File: config.mk
export PLATFORM = sky130hd
export DESIGN_NAME = robot_route_ctrl
export DESIGN_NICKNAME = d
export VERILOG_FILES = /design/src/rtl/robot_pkg.sv /design/src/rtl/robot_cmd_fifo.sv /design/src/rtl/robot_route_ctrl.sv
export SDC_FILE = /design/constraint.sdc
export NUM_CORES = 1
export LEC_CHECK = 0
export CAP_MARGIN = 5
export CORE_UTILIZATION = 30
export DETAILED_ROUTE_END_ITERATION = 6
export DONT_BUFFER_PORTS = 1
export GPL_ROUTABILITY_DRIVEN = 0
export HOLD_SLACK_MARGIN = 0.02
export SYNTH_ARGS = -nofsm -noshare
export SYNTH_HDL_FRONTEND = slang
export SYNTH_SLANG_ARGS = --single-unit
export TNS_END_PERCENT = 20
File: constraint.sdc
create_clock -name clk_i -period 3.03 [get_ports clk_i]
set_input_delay 0.4545 -clock clk_i [delete_from_list [all_inputs] [get_ports clk_i]]
set_output_delay 0.4545 -clock clk_i [all_outputs]
set_load 0.05 [all_outputs]
File: src/rtl/robot_pkg.sv
// robot_pkg: shared definitions for the route sequencer.
//   - move encodings driven onto robot.move_i
//   - queued command codes, heading codes, error codes
//   - field limit and FSM state type
//   - step_to(): one-square neighbour of a position in a given direction,
//     with an ok flag that is low when the square would leave the field
package robot_pkg;

  localparam logic [2:0] MOVE_STAY  = 3'b000;
  localparam logic [2:0] MOVE_FWD   = 3'b111;
  localparam logic [2:0] MOVE_BACK  = 3'b011;
  localparam logic [2:0] MOVE_LEFT  = 3'b101;
  localparam logic [2:0] MOVE_RIGHT = 3'b110;

  localparam logic [1:0] CMD_FWD   = 2'b00;
  localparam logic [1:0] CMD_BACK  = 2'b01;
  localparam logic [1:0] CMD_LEFT  = 2'b10;
  localparam logic [1:0] CMD_RIGHT = 2'b11;

  localparam logic [1:0] HEAD_W = 2'b00;
  localparam logic [1:0] HEAD_N = 2'b01;
  localparam logic [1:0] HEAD_E = 2'b10;
  localparam logic [1:0] HEAD_S = 2'b11;

  localparam logic [1:0] ERR_NONE     = 2'b00;
  localparam logic [1:0] ERR_BOUNDS   = 2'b01;
  localparam logic [1:0] ERR_OBSTACLE = 2'b10;
  localparam logic [1:0] ERR_PWR      = 2'b11;

  localparam logic [2:0] FIELD_MAX = 3'd6;

  typedef enum logic [2:0] {
    ST_IDLE,
    ST_PWR_UP,
    ST_RUN,
    ST_ISSUE,
    ST_SETTLE,
    ST_PWR_DN,
    ST_ERROR
  } state_t;

  typedef struct packed {
    logic       ok;
    logic [2:0] x;
    logic [2:0] y;
  } step_t;

  // Neighbouring square in direction dir. Flipping bit 1 of a heading gives
  // the opposite direction (W<->E, N<->S), which is how BACK reuses this.
  function automatic step_t step_to(input logic [1:0] dir,
                                    input logic [2:0] x,
                                    input logic [2:0] y);
    step_t s;
    s.ok = 1'b1;
    s.x  = x;
    s.y  = y;
    case (dir)
      HEAD_W:  if (x == 3'd0)      s.ok = 1'b0; else s.x = x - 3'd1;
      HEAD_N:  if (y >= FIELD_MAX) s.ok = 1'b0; else s.y = y + 3'd1;
      HEAD_E:  if (x >= FIELD_MAX) s.ok = 1'b0; else s.x = x + 3'd1;
      default: if (y == 3'd0)      s.ok = 1'b0; else s.y = y - 3'd1;
    endcase
    return s;
  endfunction

endpackage

File: src/rtl/robot_cmd_fifo.sv
// robot_cmd_fifo: synchronous command queue with registered full/empty flags.
//   clk, rst_n   : clock, asynchronous active-low reset
//   flush        : drop all entries (wins over a same-cycle write/read)
//   wr_en/wr_data: write request; ignored while full
//   rd_en        : pop request; ignored while empty
//   rd_data      : head entry (valid while !empty)
//   full, empty  : occupancy flags, registered
module robot_cmd_fifo #(
  parameter int DEPTH  = 4,
  parameter int DATA_W = 2
) (
  input  logic              clk,
  input  logic              rst_n,
  input  logic              flush,
  input  logic              wr_en,
  input  logic [DATA_W-1:0] wr_data,
  input  logic              rd_en,
  output logic [DATA_W-1:0] rd_data,
  output logic              full,
  output logic              empty
);

  localparam int AW = $clog2(DEPTH);
  localparam logic [AW:0] DEPTH_C = (AW+1)'(DEPTH);

  logic [DATA_W-1:0] mem [DEPTH];
  logic [AW-1:0]     wr_ptr;
  logic [AW-1:0]     rd_ptr;
  logic [AW:0]       count;
  logic [AW:0]       count_nxt;
  logic              do_wr;
  logic              do_rd;

  assign do_wr   = wr_en && !full;
  assign do_rd   = rd_en && !empty;
  assign rd_data = mem[rd_ptr];

  always_comb begin
    count_nxt = count;
    if (do_wr && !do_rd)      count_nxt = count + 1'b1;
    else if (do_rd && !do_wr) count_nxt = count - 1'b1;
  end

  always_ff @(posedge clk or negedge rst_n) begin
    if (!rst_n) begin
      wr_ptr <= '0;
      rd_ptr <= '0;
      count  <= '0;
      full   <= 1'b0;
      empty  <= 1'b1;
    end else if (flush) begin
      wr_ptr <= '0;
      rd_ptr <= '0;
      count  <= '0;
      full   <= 1'b0;
      empty  <= 1'b1;
    end else begin
      if (do_wr) wr_ptr <= wr_ptr + 1'b1;
      if (do_rd) rd_ptr <= rd_ptr + 1'b1;
      count <= count_nxt;
      full  <= (count_nxt == DEPTH_C);
      empty <= (count_nxt == '0);
    end
  end

  // Storage carries data only, so it is not reset.
  always_ff @(posedge clk) begin
    if (do_wr) mem[wr_ptr] <= wr_data;
  end

endmodule

File: src/rtl/robot_route_ctrl.sv
// robot_route_ctrl: route sequencer in front of the robot block. Queues
// high-level commands, powers the motors up/down with a timeout, issues each
// command as a one-cycle move pulse followed by one STAY cycle, and tracks
// heading and position on the 7x7 field.
//
// Optional feature: define ROUTE_OBSTACLE_STOP_EN to stop on obstacles. A FWD
// popped while tracker_status_i=1 is suppressed, err_code_o becomes 10, the
// queue is flushed and the motors are powered down. Without the macro
// tracker_status_i is ignored.
//
// Ports:
//   clk_i, rstn_i         : clock, asynchronous active-low reset
//   start_i, stop_i       : one-cycle pulses (power up and run / power down)
//   cmd_valid_i, cmd_i    : command write (00 FWD, 01 BACK, 10 LEFT, 11 RIGHT)
//   cmd_ready_o           : queue not full
//   motor_status_i        : motor power feedback from the robot
//   tracker_status_i      : obstacle ahead from the robot tracker
//   motor_on_o, move_o    : drive to the robot
//   x_o, y_o, heading_o   : tracked position and heading (00 W,01 N,10 E,11 S)
//   busy_o                : not in IDLE or ERROR
//   err_code_o            : 00 none, 01 bounds, 10 obstacle, 11 power timeout
module robot_route_ctrl
  import robot_pkg::*;
#(
  parameter int         FIFO_DEPTH  = 4,
  parameter int         PWR_TIMEOUT = 8,
  parameter logic [2:0] X0          = 3'd5,
  parameter logic [2:0] Y0          = 3'd1,
  parameter logic [1:0] H0          = 2'b01
) (
  input  logic       clk_i,
  input  logic       rstn_i,
  input  logic       start_i,
  input  logic       stop_i,
  input  logic       cmd_valid_i,
  output logic       cmd_ready_o,
  input  logic [1:0] cmd_i,
  input  logic       motor_status_i,
  input  logic       tracker_status_i,
  output logic       motor_on_o,
  output logic [2:0] move_o,
  output logic [2:0] x_o,
  output logic [2:0] y_o,
  output logic [1:0] heading_o,
  output logic       busy_o,
  output logic [1:0] err_code_o
);

  localparam int CNT_W = $clog2(PWR_TIMEOUT + 1);
  // The edge that sees this value is the PWR_TIMEOUT-th cycle in the state.
  localparam logic [CNT_W-1:0] TO_LAST = CNT_W'(PWR_TIMEOUT - 1);

  state_t         state;
  logic [CNT_W-1:0] cnt;

  logic           fifo_full;
  logic           fifo_empty;
  logic [1:0]     fifo_data;
  logic           pop;
  logic           flush;
  logic           obstacle;

  // Outcome of the popped command, computed when it leaves the queue and
  // committed on the edge that ends ISSUE.
  logic           acc_q;
  logic           obst_q;
  logic [2:0]     nx_q;
  logic [2:0]     ny_q;
  logic [1:0]     nh_q;

  step_t          fwd_step;
  step_t          back_step;

  assign pop         = (state == ST_RUN) && !fifo_empty;
  assign flush       = (state == ST_ISSUE) && obst_q;
  assign cmd_ready_o = !fifo_full;
  assign fwd_step    = step_to(heading_o, x_o, y_o);
  assign back_step   = step_to(heading_o ^ 2'b10, x_o, y_o);

`ifdef ROUTE_OBSTACLE_STOP_EN
  assign obstacle = tracker_status_i && (fifo_data == CMD_FWD);
`else
  logic unused_tracker;
  assign unused_tracker = tracker_status_i;
  assign obstacle       = 1'b0;
`endif

  robot_cmd_fifo #(
    .DEPTH  (FIFO_DEPTH),
    .DATA_W (2)
  ) u_fifo (
    .clk     (clk_i),
    .rst_n   (rstn_i),
    .flush   (flush),
    .wr_en   (cmd_valid_i),
    .wr_data (cmd_i),
    .rd_en   (pop),
    .rd_data (fifo_data),
    .full    (fifo_full),
    .empty   (fifo_empty)
  );

  always_ff @(posedge clk_i or negedge rstn_i) begin
    if (!rstn_i) begin
      state      <= ST_IDLE;
      cnt        <= '0;
      motor_on_o <= 1'b0;
      move_o     <= MOVE_STAY;
      busy_o     <= 1'b0;
      err_code_o <= ERR_NONE;
      x_o        <= X0;
      y_o        <= Y0;
      heading_o  <= H0;
      acc_q      <= 1'b0;
      obst_q     <= 1'b0;
    end else begin
      // A new error raised later in this block overrides the clear.
      if (start_i) err_code_o <= ERR_NONE;

      case (state)
        ST_IDLE, ST_ERROR: begin
          if (start_i) begin
            state      <= ST_PWR_UP;
            motor_on_o <= 1'b1;
            busy_o     <= 1'b1;
            cnt        <= '0;
          end
        end

        ST_PWR_UP: begin
          if (motor_status_i) begin
            state <= ST_RUN;
          end else if (cnt == TO_LAST) begin
            state      <= ST_ERROR;
            motor_on_o <= 1'b0;
            busy_o     <= 1'b0;
            err_code_o <= ERR_PWR;
          end else begin
            cnt <= cnt + 1'b1;
          end
        end

        ST_RUN: begin
          if (!fifo_empty) begin
            state  <= ST_ISSUE;
            acc_q  <= 1'b1;
            obst_q <= 1'b0;
            move_o <= MOVE_STAY;
            nx_q   <= x_o;
            ny_q   <= y_o;
            nh_q   <= heading_o;
            case (fifo_data)
              CMD_FWD: begin
                if (obstacle) begin
                  acc_q      <= 1'b0;
                  obst_q     <= 1'b1;
                  err_code_o <= ERR_OBSTACLE;
                end else if (!fwd_step.ok) begin
                  acc_q      <= 1'b0;
                  err_code_o <= ERR_BOUNDS;
                end else begin
                  move_o <= MOVE_FWD;
                  nx_q   <= fwd_step.x;
                  ny_q   <= fwd_step.y;
                end
              end
              CMD_BACK: begin
                if (!back_step.ok) begin
                  acc_q      <= 1'b0;
                  err_code_o <= ERR_BOUNDS;
                end else begin
                  move_o <= MOVE_BACK;
                  nx_q   <= back_step.x;
                  ny_q   <= back_step.y;
                end
              end
              CMD_LEFT: begin
                move_o <= MOVE_LEFT;
                nh_q   <= heading_o - 2'd1;
              end
              default: begin
                move_o <= MOVE_RIGHT;
                nh_q   <= heading_o + 2'd1;
              end
            endcase
          end else if (stop_i) begin
            state      <= ST_PWR_DN;
            motor_on_o <= 1'b0;
            cnt        <= '0;
          end
        end

        ST_ISSUE: begin
          move_o <= MOVE_STAY;
          if (acc_q) begin
            x_o       <= nx_q;
            y_o       <= ny_q;
            heading_o <= nh_q;
          end
          if (obst_q) begin
            state      <= ST_PWR_DN;
            motor_on_o <= 1'b0;
            cnt        <= '0;
          end else begin
            state <= ST_SETTLE;
          end
        end

        ST_SETTLE: begin
          state <= ST_RUN;
        end

        ST_PWR_DN: begin
          if (!motor_status_i || (cnt == TO_LAST)) begin
            state  <= ST_IDLE;
            busy_o <= 1'b0;
          end else begin
            cnt <= cnt + 1'b1;
          end
        end

        default: begin
          state      <= ST_IDLE;
          motor_on_o <= 1'b0;
          move_o     <= MOVE_STAY;
          busy_o     <= 1'b0;
        end
      endcase
    end
  end

endmodule

# Yosys cells after proc, flatten, opt, wreduce, memory -nomap -nowiden
# Memory sizes are Yosys's and may differ from the RTL's.
# Cells that the tools add are included.
# classes
add_sub_neg	11
magnitude_cmp	2
eq_ne	25
mux	65
bitwise_logic	6
n_reduce_logical	35
# op_table
op	n
$mux 3	18
$pmux 3 s2	7
$mux 4	6
$mux 2	9
$pmux 3 s6	1
$ne 2x2->1 const B	8
$pmux 4 s4	1
$mux 1	14
$eq 3x3->1 const B	4
$logic_not 3->1	4
$pmux 2 s2	3
$reduce_or 2->1	5
$add 3x1->3 const B	3
$pmux 3 s3	1
$sub 3x1->3 const B	3
$pmux 1 s4	2
$reduce_and 8->1	1
$reduce_and 7->1	1
$add 2x1->2 const B	3
$eq 2x1->1 const B	3
$eq 2x2->1 const B	3
$eq 3x2->1 const B	2
$ge 3x3->1 const B	2
$logic_not 2->1	3
19 further kinds	37
# word_totals
register_bits	40
ram_bits	8
in_bits	9
output_inout_bits	16
elab_cells	163
memories	1
# mem_list
name	words	word_bits	rd	rd_ports_with_merged_regs	write_ports	line_no	text
u_fifo.mem	4	2	1	0	1	robot_cmd_fifo.sv:26	logic [DATA_W-1:0] mem [DEPTH];

# Longest topological paths before layout
# Gate-level depths: netlist (run 1).
# depth
word_depth	7
ltp_mapped	9
mapped_depth_nobuf	8

# Modules after synthesis
# Synthesis (run 1) repeated with hierarchy kept, for this count alone.
# hier_totals
hier_cells	349
hier_area_um2	3400.8
# modules_own_cells
module	instances	cells_per_inst	area_each_um2	seq_area_each_um2
robot_route_ctrl	1	272	2443.6	820.8
robot_cmd_fifo	1	77	957.2	466.7

# Least setup slack after synthesis (run 1)
# OpenSTA, ideal clock, no wires.
# synth_path
kind	reg-to-reg
from	reg x_o[0]
to	reg nx_q[0] (data pin)
setup_ns	0.267
arrival_ns	2.472
required_ns	2.763
slack_ns	0.291
stages_incl_launch_ff	10
n_path_buf	1
period_less_slack_ns	2.739
cell_sequence	dfstp_2 clkbuf_1 inv_1 ha_1 nand2b_1 a21oi_1 o31a_1 or4_1 nand3_1 o211ai_1
# synth_via
elab_chain_cells	5
word_cells_on_any_way	15
cone_classes	2 x add/sub; 1 x order compare; 11 x mux; 1 x reduce/logical
# synth_lines
item	line_no	text
start: declaration	robot_route_ctrl.sv:42	output logic [2:0] x_o,
start signal: assignment	robot_route_ctrl.sv:196	x_o <= nx_q;
$add 3x1->3 (tied with other cells)	robot_pkg.sv:60	HEAD_E: if (x >= FIELD_MAX) s.ok = 1'b0; else s.x = x + 3'd1;
$mux 3 (tied with other cells)	robot_pkg.sv:60	
$pmux 3 s2 / $pmux 1 s3 (equally long branches)	robot_pkg.sv:57	case (dir)
$mux 3, on equally long branches	robot_route_ctrl.sv:168, robot_route_ctrl.sv:158	
$pmux 3 s2 *	robot_route_ctrl.sv:152	case (fifo_data)
end signal: assignment	robot_route_ctrl.sv:149	nx_q <= x_o;
end signal: assignment	robot_route_ctrl.sv:163	nx_q <= fwd_step.x;
end signal: assignment	robot_route_ctrl.sv:173	nx_q <= back_step.x;
end: declaration	robot_route_ctrl.sv:67	logic [2:0] nx_q;
# Every way passes the cells marked *; elsewhere a longest branch is shown, timed or not.
# A chain may end at the register's enable or synchronous reset.

# Worst setup path after layout (run 1)
# layout_path
from	reg heading_o[0]
to	reg ny_q[2] (data pin)
# layout_via
elab_chain_cells	5
word_cells_on_any_way	15
cone_classes	4 x eq/ne; 7 x mux; 4 x reduce/logical
# layout_lines
item	line_no	text
start: declaration	robot_route_ctrl.sv:44	output logic [1:0] heading_o,
start signal: assignment	robot_route_ctrl.sv:198	heading_o <= nh_q;
$eq 2x2->1 / $logic_not 2->1 (equally long branches)	robot_pkg.sv:57	
$reduce_or 2->1 (no line)	-	
$pmux 3 s2	robot_pkg.sv:57	
$mux 3, on equally long branches	robot_route_ctrl.sv:168, robot_route_ctrl.sv:158	
$pmux 3 s2 *	robot_route_ctrl.sv:152	
end signal: assignment	robot_route_ctrl.sv:150	ny_q <= y_o;
end signal: assignment	robot_route_ctrl.sv:164	ny_q <= fwd_step.y;
end signal: assignment	robot_route_ctrl.sv:174	ny_q <= back_step.y;
end: declaration	robot_route_ctrl.sv:68	logic [2:0] ny_q;
# Marked as above.

==> results.yml, run 1 <==
worst_hold_path:
  worst_hold_startpoint: "cmd_i[1]"
  hp-class: "input pin to register"
logic_synthesis:
  synth_top_family_by_area: "compound AO/OA/AOI/OAI gates"
  ys_types: 61
  ys_top_cells_by_area: "dfrtp_1 (22%), edfxtp_1 (15%), ha_1 (7.6%)"
  synth-seq-cells: 48
  synthXorXnorAreaFrac_pct: 2.52
  yosysTopAreaCellShare_pct: 21.6
  synth.avg_cell_area_sq_um: 9.73
  yosysSeqAreaShare_pct: 41.1
  synth-edff-count: 16
  synth-simple-area-share_pct: 16.5
  syn_area_sq_um: 3130
  synth-compound-area-share_pct: 21.3
  synth-adder-area-share_pct: 7.59
  synthMuxAreaShare_pct: 6.11
  yosysTopAreaCell: "dfrtp_1"
  synthFlopType: "dfrtp_1"
  synthCells: 322
  synth_warnings: 0
  synth_commonest_cells: "dfrtp_1 (27), nand2_1 (25), o21ai_0 (25), nor2_1 (22), inv_1 (21)"
  yosysMostFrequentCell: "dfrtp_1"
  syn_nets: 350
  async_flop_share_pct: 66.7
floorplanning:
  die_y_microns: 104
  die-area_sq_um: 10900
  fp-row-count: 36
  core_area_sq_um: 9950
  die_x_microns: 104
  initial_core_util_pct: 31.5
  io_pins: 25
worst_setup_path:
  cpMaxStageDelayCell: "dfstp_2"
  cp.buffers_inverters: 1
  rr_worst_depth: 7
  crit_family: "compound AO/OA/AOI/OAI gates"
  timing.rr.end: "ny_q[2]$_DFFE_PP_"
  path_cells: "inv_1 > ha_1 > nor2_1 > o21ai_0 > a221oi_1 > a211oi_1 > a211o_1"
  worstSetupPathType: "register to register"
  arrival_ps: 2670
  crit_path_max_incr_delay_ps: 590
  endpoint: "ny_q[2]$_DFFE_PP_"
  end_kind: "register"
  worstSetupStartpointType: "register"
  cp_num_cells: 7
  timing.rr.start: "heading_o[0]$_DFFE_PN1P_"
  cp-startpoint: "heading_o[0]$_DFFE_PN1P_"
  required_ps: 3080
  ff2ff_setup_slack_ps: 410
  crit_fanout: 12
placement:
  placed_cells: 449
  dpl_worst_slack_ps: 438
  hpwl_microns: 4790
  numPortBuffers: 0
clocking:
  clk_pin_slew_ps: 90
  clock_latency_ps: 300
  ctsResizeCount: 0
  clock_sinks: 48
  htree_levels: 2
  clock_path_buffers: 2
  cts_buffers: 5
  cts_tree: "done"
  cts_root_buf: "clkbuf_8"
timing:
  tns_ps: 0
  finalCriticalPeriod_ps: 2620
  fmax_ghz: 0.381
  fin_skew_ps: 11.2
  maxSlewViolCount: 0
  finalSetupViolations: 0
  maxSlewHeadroom_pct: 60.3
  worst_pin_slew_ps: 595
  rsz0062_at_grt: "no"
  final_hold_viol_count: 0
  setup_ws_ps: 409
  min_period_over_period_pct: 86.5
global_routing:
  overflow: 0
  antenna_found_initial: 0
  grt_max_degree: 33
  grt_pass1_vias: 2329
  grt.total_usage_pct: 12.7
  grt_pass1_wl_microns: 11300
finish:
  areaGrowthSynthToFinish_pct: 10.3
  diodes: 0
  multi_input_comb_area_sq_um: 1690
  drive_gt1_share_pct: 13.2
  fin_nets: 353
  utilization_pct: 34.7
  regArea_sq_um: 1290
  instances_no_fill: 459
  fillers: 978
detailed_routing:
  ant_nets: 0
  drc: 0
  via_per_inst: 5.10
  first_iter_violations: 98
  wl_per_cell_microns: 14.2
  vias: 2342
  drt_first_pass_iters: 4
  drt_wl_total_microns: 6530
outcome:
  run_status: "finished clean"
flow_run:
  drv_cap: 0
-- registers in the layout, indices dropped and copies added (netlist names), 3 cells and up --
name,cells
move_o,3
nx_q,3
y_o,3
state,3
u_fifo.mem,8
x_o,3
cnt,4
ny_q,3
u_fifo.count,3
-- logic make-up after synthesis --
| logic type | count (synthesis) |
|---|---|
| adders and majority gates | 19 |
| buffers and inverters | 36 |
| and+or+nand+nor | 95 |
| muxes | 15 |
| AOI/OAI and AO/OA | 100 |
| xor gates and xnor gates | 9 |
| DFF | 48 |
-- what timing repair did --
item                                   4_1_cts  5_1_grt
endpoints found under the hold margin       32        0
buffers inserted                             0        0
hold buffers                                 2        0
-- per-stage QoR --
step	cell area, sq um	hold slack [ps]
finish	3450	247
global route	3450	223
CTS	3450	232
detailed placement	3290	160
global placement	3290	160
floorplan	3130	159
-- worst min path at each step --
stage / endpoint / slack [ps] / cells after the start
2_1_floorplan: acc_q$_DFFE_PN0P_ / 160 / 0
3_3_place_gp: cnt[3]$_DFFE_PN0P_ / 160 / 0
3_5_place_dp: busy_o$_DFFE_PN0P_ / 160 / 0
4_1_cts: u_fifo.mem[0][1]$_DFFE_PP_ / 230 / 0
5_1_grt: u_fifo.mem[0][1]$_DFFE_PP_ / 220 / 0
6_report: u_fifo.mem[0][1]$_DFFE_PP_ / 250 / 0
-- area by class of cell --
class                           count  share of cell area [%]
Multi-Input combinational cell    238                    49.0
Sequential cell                    48                    37.3
Inverter                           21                    2.28
Timing Repair Buffer               11                    2.83
Tap cell                          133                    4.82
Clock inverter                      2                    1.74
Clock buffer                        6                    2.10
-- routing by layer --
| layer | global-route usage [%] | wire length [microns] | part of all wire, % | vias to the layer above |
|---|---|---|---|---|
| met3 | 2.57 | 275 | 4.2 | 4 |
| met4 | 3.78 | 53 | 0.81 | 0 |
| met1 | 16.4 | 3090 | 47 | 1108 |
| met5 | 0 | 0 | 0 | - |
| li1 | - | - | - | 1176 |
| met2 | 21.2 | 3120 | 48 | 54 |
-- cell usage in the layout (no fill, tap or decap), types with 3 or more instances in the layout --
cell type	Yosys	final
nand3_1	4	4
a22o_1	4	4
o22ai_1	7	7
inv_1	21	21
and2_1	8	8
a311oi_1	3	3
a21oi_1	19	19
nand2_1	25	25
mux2_2	9	9
a221oi_1	3	3
nor2b_1	9	9
clkbuf_8	0	5
nand2b_1	6	6
dfrtp_1	27	27
mux2i_1	3	3
ha_1	19	19
a211oi_1	3	3
edfxtp_1	16	16
o31ai_1	5	5
o21ai_0	25	25
a31oi_1	4	4
a22oi_1	5	5
nor2_1	22	22
or4_1	3	3
dfstp_2	5	5
xnor2_1	8	8
o211ai_1	6	6
buf_4	1	9
Power of run 1 is not shown: default switching activity piles up to over one toggle a cycle in this logic, so the estimate is an artifact.
==> run 2: changes to the inputs <==
Settings changed: CORE_MARGIN set to 3.
==> results.yml, run 2 (synthesized netlist as in run 1, its figures left out) <==
outcome:
  run_status: "finished clean"
placement:
  hpwl_microns: 4730
  numPortBuffers: 0
detailed_routing:
  drt_first_pass_iters: 4
  drc: 0
  ant_nets: 0
  first_iter_violations: 136
  via_per_inst: 5.10
  drt_wl_total_microns: 6460
  vias: 2343
  wl_per_cell_microns: 14.1
finish:
  final_cell_mix: "dfrtp_1 (27), nand2_1 (25), o21ai_0 (25), nor2_1 (22), inv_1 (21)"
  final_common_cell: "dfrtp_1"
  areaGrowthSynthToFinish_pct: 10.5
  diodes: 0
  regMostFlops: "u_fifo.mem"
  drive_gt1_share_pct: 13.5
  largest_reg_flops: 8
  reg_top3: "u_fifo.mem (8), cnt (4)"
  fin_nets: 353
global_routing:
  grt_pass1_wl_microns: 10900
  grt_max_degree: 33
  grt_pass1_vias: 2296
  grt.total_usage_pct: 11.4
  overflow: 0
  antenna_found_initial: 0
clocking:
  cts_tree: "done"
  clk_pin_slew_ps: 90
  clock_path_buffers: 2
  clock_sinks: 48
  cts_buffers: 5
  ctsResizeCount: 0
  clock_latency_ps: 300
  cts_setup_buffers: 0
  cts_root_buf: "clkbuf_8"
  htree_levels: 2
timing:
  finalCriticalPeriod_ps: 2630
  finalSetupViolations: 0
  tns_ps: 0
  worst_pin_slew_ps: 571
  maxSlewViolCount: 0
  min_period_over_period_pct: 86.9
  fmax_ghz: 0.380
  fin_skew_ps: 3.08
  final_hold_viol_count: 0
  worst_hold_slack_ps: 247
  maxSlewHeadroom_pct: 61.6
  rsz0062_at_grt: "no"
floorplanning:
  initial_core_util_pct: 31.5
  core_area_sq_um: 9950
  die_x_microns: 108
  io_pins: 25
  die_y_microns: 108
  fp-row-count: 36
  die-area_sq_um: 11700
worst_hold_path:
  hold_path_end: "u_fifo.mem[1][1]$_DFFE_PP_"
  worst_hold_startpoint: "cmd_i[1]"
  hold_depth: 0
  hp-class: "input pin to register"
worst_setup_path:
  worstSetupPathType: "register to register"
  end_kind: "register"
  required_ps: 3080
  worstSetupStartpointType: "register"
  crit_fanout: 12
  rr_worst_depth: 7
  ff2ff_setup_slack_ps: 400
  timing.rr.start: "heading_o[0]$_DFFE_PN1P_"
  arrival_ps: 2690
  timing.rr.end: "ny_q[2]$_DFFE_PP_"
flow_run:
  drv_cap: 0
==> run 2: cell count changes in the layout (fill, tap and decap cells not counted), sizes merged <==
| cell | previous run | this run |
|---|---|---|
| clkbuf | 6 | 5 |
| inv | 21 | 22 |
==> run 2: cell type report <==
type,count,area [sq um]
fill,1004,6490
multi-input combinational,238,1690
sequential,48,1290
tap,133,166
timing repair buffer,11,97.6
inverter,21,78.8
clock buffer,5,68.8
clock inverter,3,68.8
==> run 2: layer usage <==
metal	global-route usage, %	share of wire [%]
met5	0	0
met2	19.4	48
met4	2.98	0.71
met3	2.63	5.0
met1	14.6	47
==> run 2: worst max path at each step <==
stage	startpoint	endpoint	slack [ps]	depth (start not counted)
global placement	heading_o[0]$_DFFE_PN1P_	ny_q[2]$_DFFE_PP_	460	7
global route	heading_o[0]$_DFFE_PN1P_	ny_q[2]$_DFFE_PP_	150	7
floorplan	x_o[0]$_DFFE_PN1P_	nx_q[0]$_DFFE_PP_	290	9
detailed placement	heading_o[0]$_DFFE_PN1P_	ny_q[2]$_DFFE_PP_	430	7
CTS	heading_o[0]$_DFFE_PN1P_	ny_q[2]$_DFFE_PP_	420	7
finish	heading_o[0]$_DFFE_PN1P_	ny_q[2]$_DFFE_PP_	400	7
==> run 2: critical path, cell delays in order (launching register included) <==
cell	delay [ps]
dfstp_2	580
inv_1	90
ha_1	340
nor2_1	490
o21ai_0	170
a221oi_1	330
a211oi_1	90
a211o_1	300
==> run 2: what timing repair did <==
item | CTS | global route
hold endpoints to repair | 32 | 0
hold buffers | 2 | 0
setup endpoints to repair | 0 | 0
==> run 2: metrics by stage <==
stage / utilization (%) / instance area [sq um] / worst slack, ps / std cells
final: 34.8 / 3460 / 396 / 459
after global routing: 34.8 / 3460 / 146 / 459
after CTS: 34.8 / 3460 / 424 / 459
after detailed placement: 33.1 / 3290 / 434 / 449
after global placement: 33.1 / 3290 / 458 / 449
after floorplan: - / 3130 / 291 / 322
Power of run 2 is left out for the same reason.
==> run 3: changes to the inputs <==
Settings changed: HOLD_SLACK_MARGIN 0.02 to 0.05, SYNTH_HIERARCHICAL set to 1.
==> results.yml, run 3 <==
worst_setup_path:
  end_kind: "register"
  worstSetupPathType: "register to register"
  timing.rr.end: "nx_q[2]$_DFFE_PP_"
  arrival_ps: 2580
  endpoint: "nx_q[2]$_DFFE_PP_"
  ff2ff_setup_slack_ps: 490
  timing.rr.start: "heading_o[0]$_DFFE_PN1P_"
  required_ps: 3070
  crit_fanout: 10
  rr_worst_depth: 7
  cp-startpoint: "heading_o[0]$_DFFE_PN1P_"
  worstSetupStartpointType: "register"
timing:
  fmax_ghz: 0.393
  tns_ps: 0
  worst_pin_slew_ps: 564
  maxSlewHeadroom_pct: 62.3
  final_hold_viol_count: 0
  finalSetupViolations: 0
  finalCriticalPeriod_ps: 2540
  fin_skew_ps: 4.39
  maxSlewViolCount: 0
  min_period_over_period_pct: 83.9
  setup_ws_ps: 489
  rsz0062_at_grt: "no"
  worst_hold_slack_ps: 257
logic_synthesis:
  synth-seq-cells: 48
  syn_nets: 378
  synth_warnings: 6
  ys_top_cells_by_area: "dfrtp_1 (20%), edfxtp_1 (14%), ha_1 (7.4%)"
  yosysSeqAreaShare_pct: 37.9
  ys_types: 78
  synthMuxAreaShare_pct: 6.22
  synth_top_family_by_area: "compound AO/OA/AOI/OAI gates"
  synthFlopType: "dfrtp_1"
  synth-adder-area-share_pct: 7.69
  synthCells: 349
  synthXorXnorAreaFrac_pct: 2.80
  yosysMostFrequentCell: "dfrtp_1"
  synth.avg_cell_area_sq_um: 9.74
  syn_area_sq_um: 3400
  synth-edff-count: 16
  synth-simple-area-share_pct: 16.7
  async_flop_share_pct: 66.7
  yosysTopAreaCellShare_pct: 19.9
  synth-compound-area-share_pct: 22.4
  synth_commonest_cells: "dfrtp_1 (27), a21oi_1 (24), inv_1 (23), nor2_1 (22), ha_1 (20)"
  yosysTopAreaCell: "dfrtp_1"
power:
  internal-power_mw: 2.09
  p_total_mw: 4.04
  power_per_cell_area_nw_per_um2: 1090
  p_sw_mw: 1.96
  vdd_drop_max_mv: 0.533
  power_frac_seq_pct: 30.8
  power_frac_comb_pct: 55.1
  p_sw_share_pct: 48.4
  clkPwrFrac_pct: 14.1
  p_leak_nw: 1.51
finish:
  diodes: 0
  final_common_cell: "dfrtp_1"
  instances_no_fill: 487
  regMostFlops: "u_fifo/mem"
  fillers: 1142
  final_cell_mix: "dfrtp_1 (27), a21oi_1 (24), inv_1 (23), nor2_1 (22), ha_1 (20)"
  utilization_pct: 33.9
  fin_nets: 375
  reg_top3: "u_fifo/mem (8), cnt (4)"
  areaGrowthSynthToFinish_pct: 9.01
  regArea_sq_um: 1290
  largest_reg_flops: 8
  drive_gt1_share_pct: 17.0
  multi_input_comb_area_sq_um: 1900
  final_area_sq_um: 3710
global_routing:
  grt_max_degree: 33
  grt_pass1_vias: 2541
  grt.total_usage_pct: 11.7
  overflow: 0
  antenna_found_initial: 0
  grt_pass1_wl_microns: 12500
detailed_routing:
  ant_nets: 0
  drt_first_pass_iters: 5
  via_per_inst: 5.24
  wl_per_cell_microns: 14.8
  drc: 0
  first_iter_violations: 110
  vias: 2554
  drt_wl_total_microns: 7230
clocking:
  cts_tree: "done"
  clock_latency_ps: 290
  clock_sinks: 48
  clk_pin_slew_ps: 70
  cts_buffers: 5
  htree_levels: 2
  cts_setup_buffers: 0
  cts_root_buf: "clkbuf_16"
  clock_path_buffers: 2
floorplanning:
  core_area_sq_um: 10900
  die_x_microns: 112
  initial_core_util_pct: 31.1
  die_y_microns: 112
  fp-row-count: 38
  io_pins: 25
  die-area_sq_um: 12600
placement:
  place_area_sq_um: 3530
  numPortBuffers: 0
  dpl_worst_slack_ps: 520
  hpwl_microns: 5260
  placed_cells: 477
worst_hold_path:
  hp-class: "input pin to register"
flow_run:
  drv_cap: 0
outcome:
  run_status: "finished clean"
## run 3: cell types whose count changed after synthesis, sizes merged, moves of 6 or more
cell,previous run,this run
nor3,2,8
o21ai,27,20
nand2,25,16
and3,2,8
nand3,4,11
## run 3: worst min path at each step
stage,from,depth (start not counted),end
after detailed placement,rstn_i,0,busy_o$_DFFE_PN0P_
after global placement,rstn_i,0,cnt[0]$_DFFE_PN0P_
after global routing,cmd_i[1],0,u_fifo/mem[2][1]$_DFFE_PP_
after floorplan,rstn_i,0,acc_q$_DFFE_PN0P_
after CTS,cmd_i[1],0,u_fifo/mem[2][1]$_DFFE_PP_
final,cmd_i[1],0,u_fifo/mem[2][1]$_DFFE_PP_
## run 3: layout make-up
type                    count  share of cell area (%)
multi-input cells         255                    51.3
clock buffers               5                    3.37
repair buffers             11                    2.63
flip-flops and latches     48                    34.7
clock inverters             3                   0.675
inverters                  25                    2.53
well taps                 140                    4.72
## run 3: kinds of logic after synthesis
logic type                 after synthesis
AOI/OAI and AO/OA                      105
and+or+nand+nor                        101
DFF                                     48
buffers and inverters                   46
adders and majority gates               21
muxes                                   17
xor gates and xnor gates                10
other                                    1
## run 3: worst max-delay path, stage by stage (launching register included)
cell and delay (ps):
dfstp_2 620, inv_1 130, ha_1 340, a21boi_1 180, o22ai_2 320, o22ai_1 220
and3_1 220, a211o_1 260
## run 3: layer usage
layer | up-vias | GRT usage (%) | part of all wire, %
met2 | 48 | 18.7 | 47
met5 | - | 0 | 0
met1 | 1223 | 16.0 | 47
met3 | 4 | 2.91 | 5.7
li1 | 1279 | - | -
met4 | 0 | 2.64 | 0.66
## run 3: power groups by stage
stage	clock [mW]	combinational, mW	sequential [mW]
final	0.568	2.23	1.25
after global routing	0.612	2.46	1.29
after CTS	0.586	2.22	1.25
after detailed placement	0	2.19	1.26
after global placement	0	2.18	1.25
after floorplan	0	1.64	1.36
## run 3: timing repair
item / CTS / global route
endpoints found under the hold margin: 32 / 0
hold buffers: 2 / 0
gates resized for setup: 0 / 0
Power figures use the tool's default switching activity.
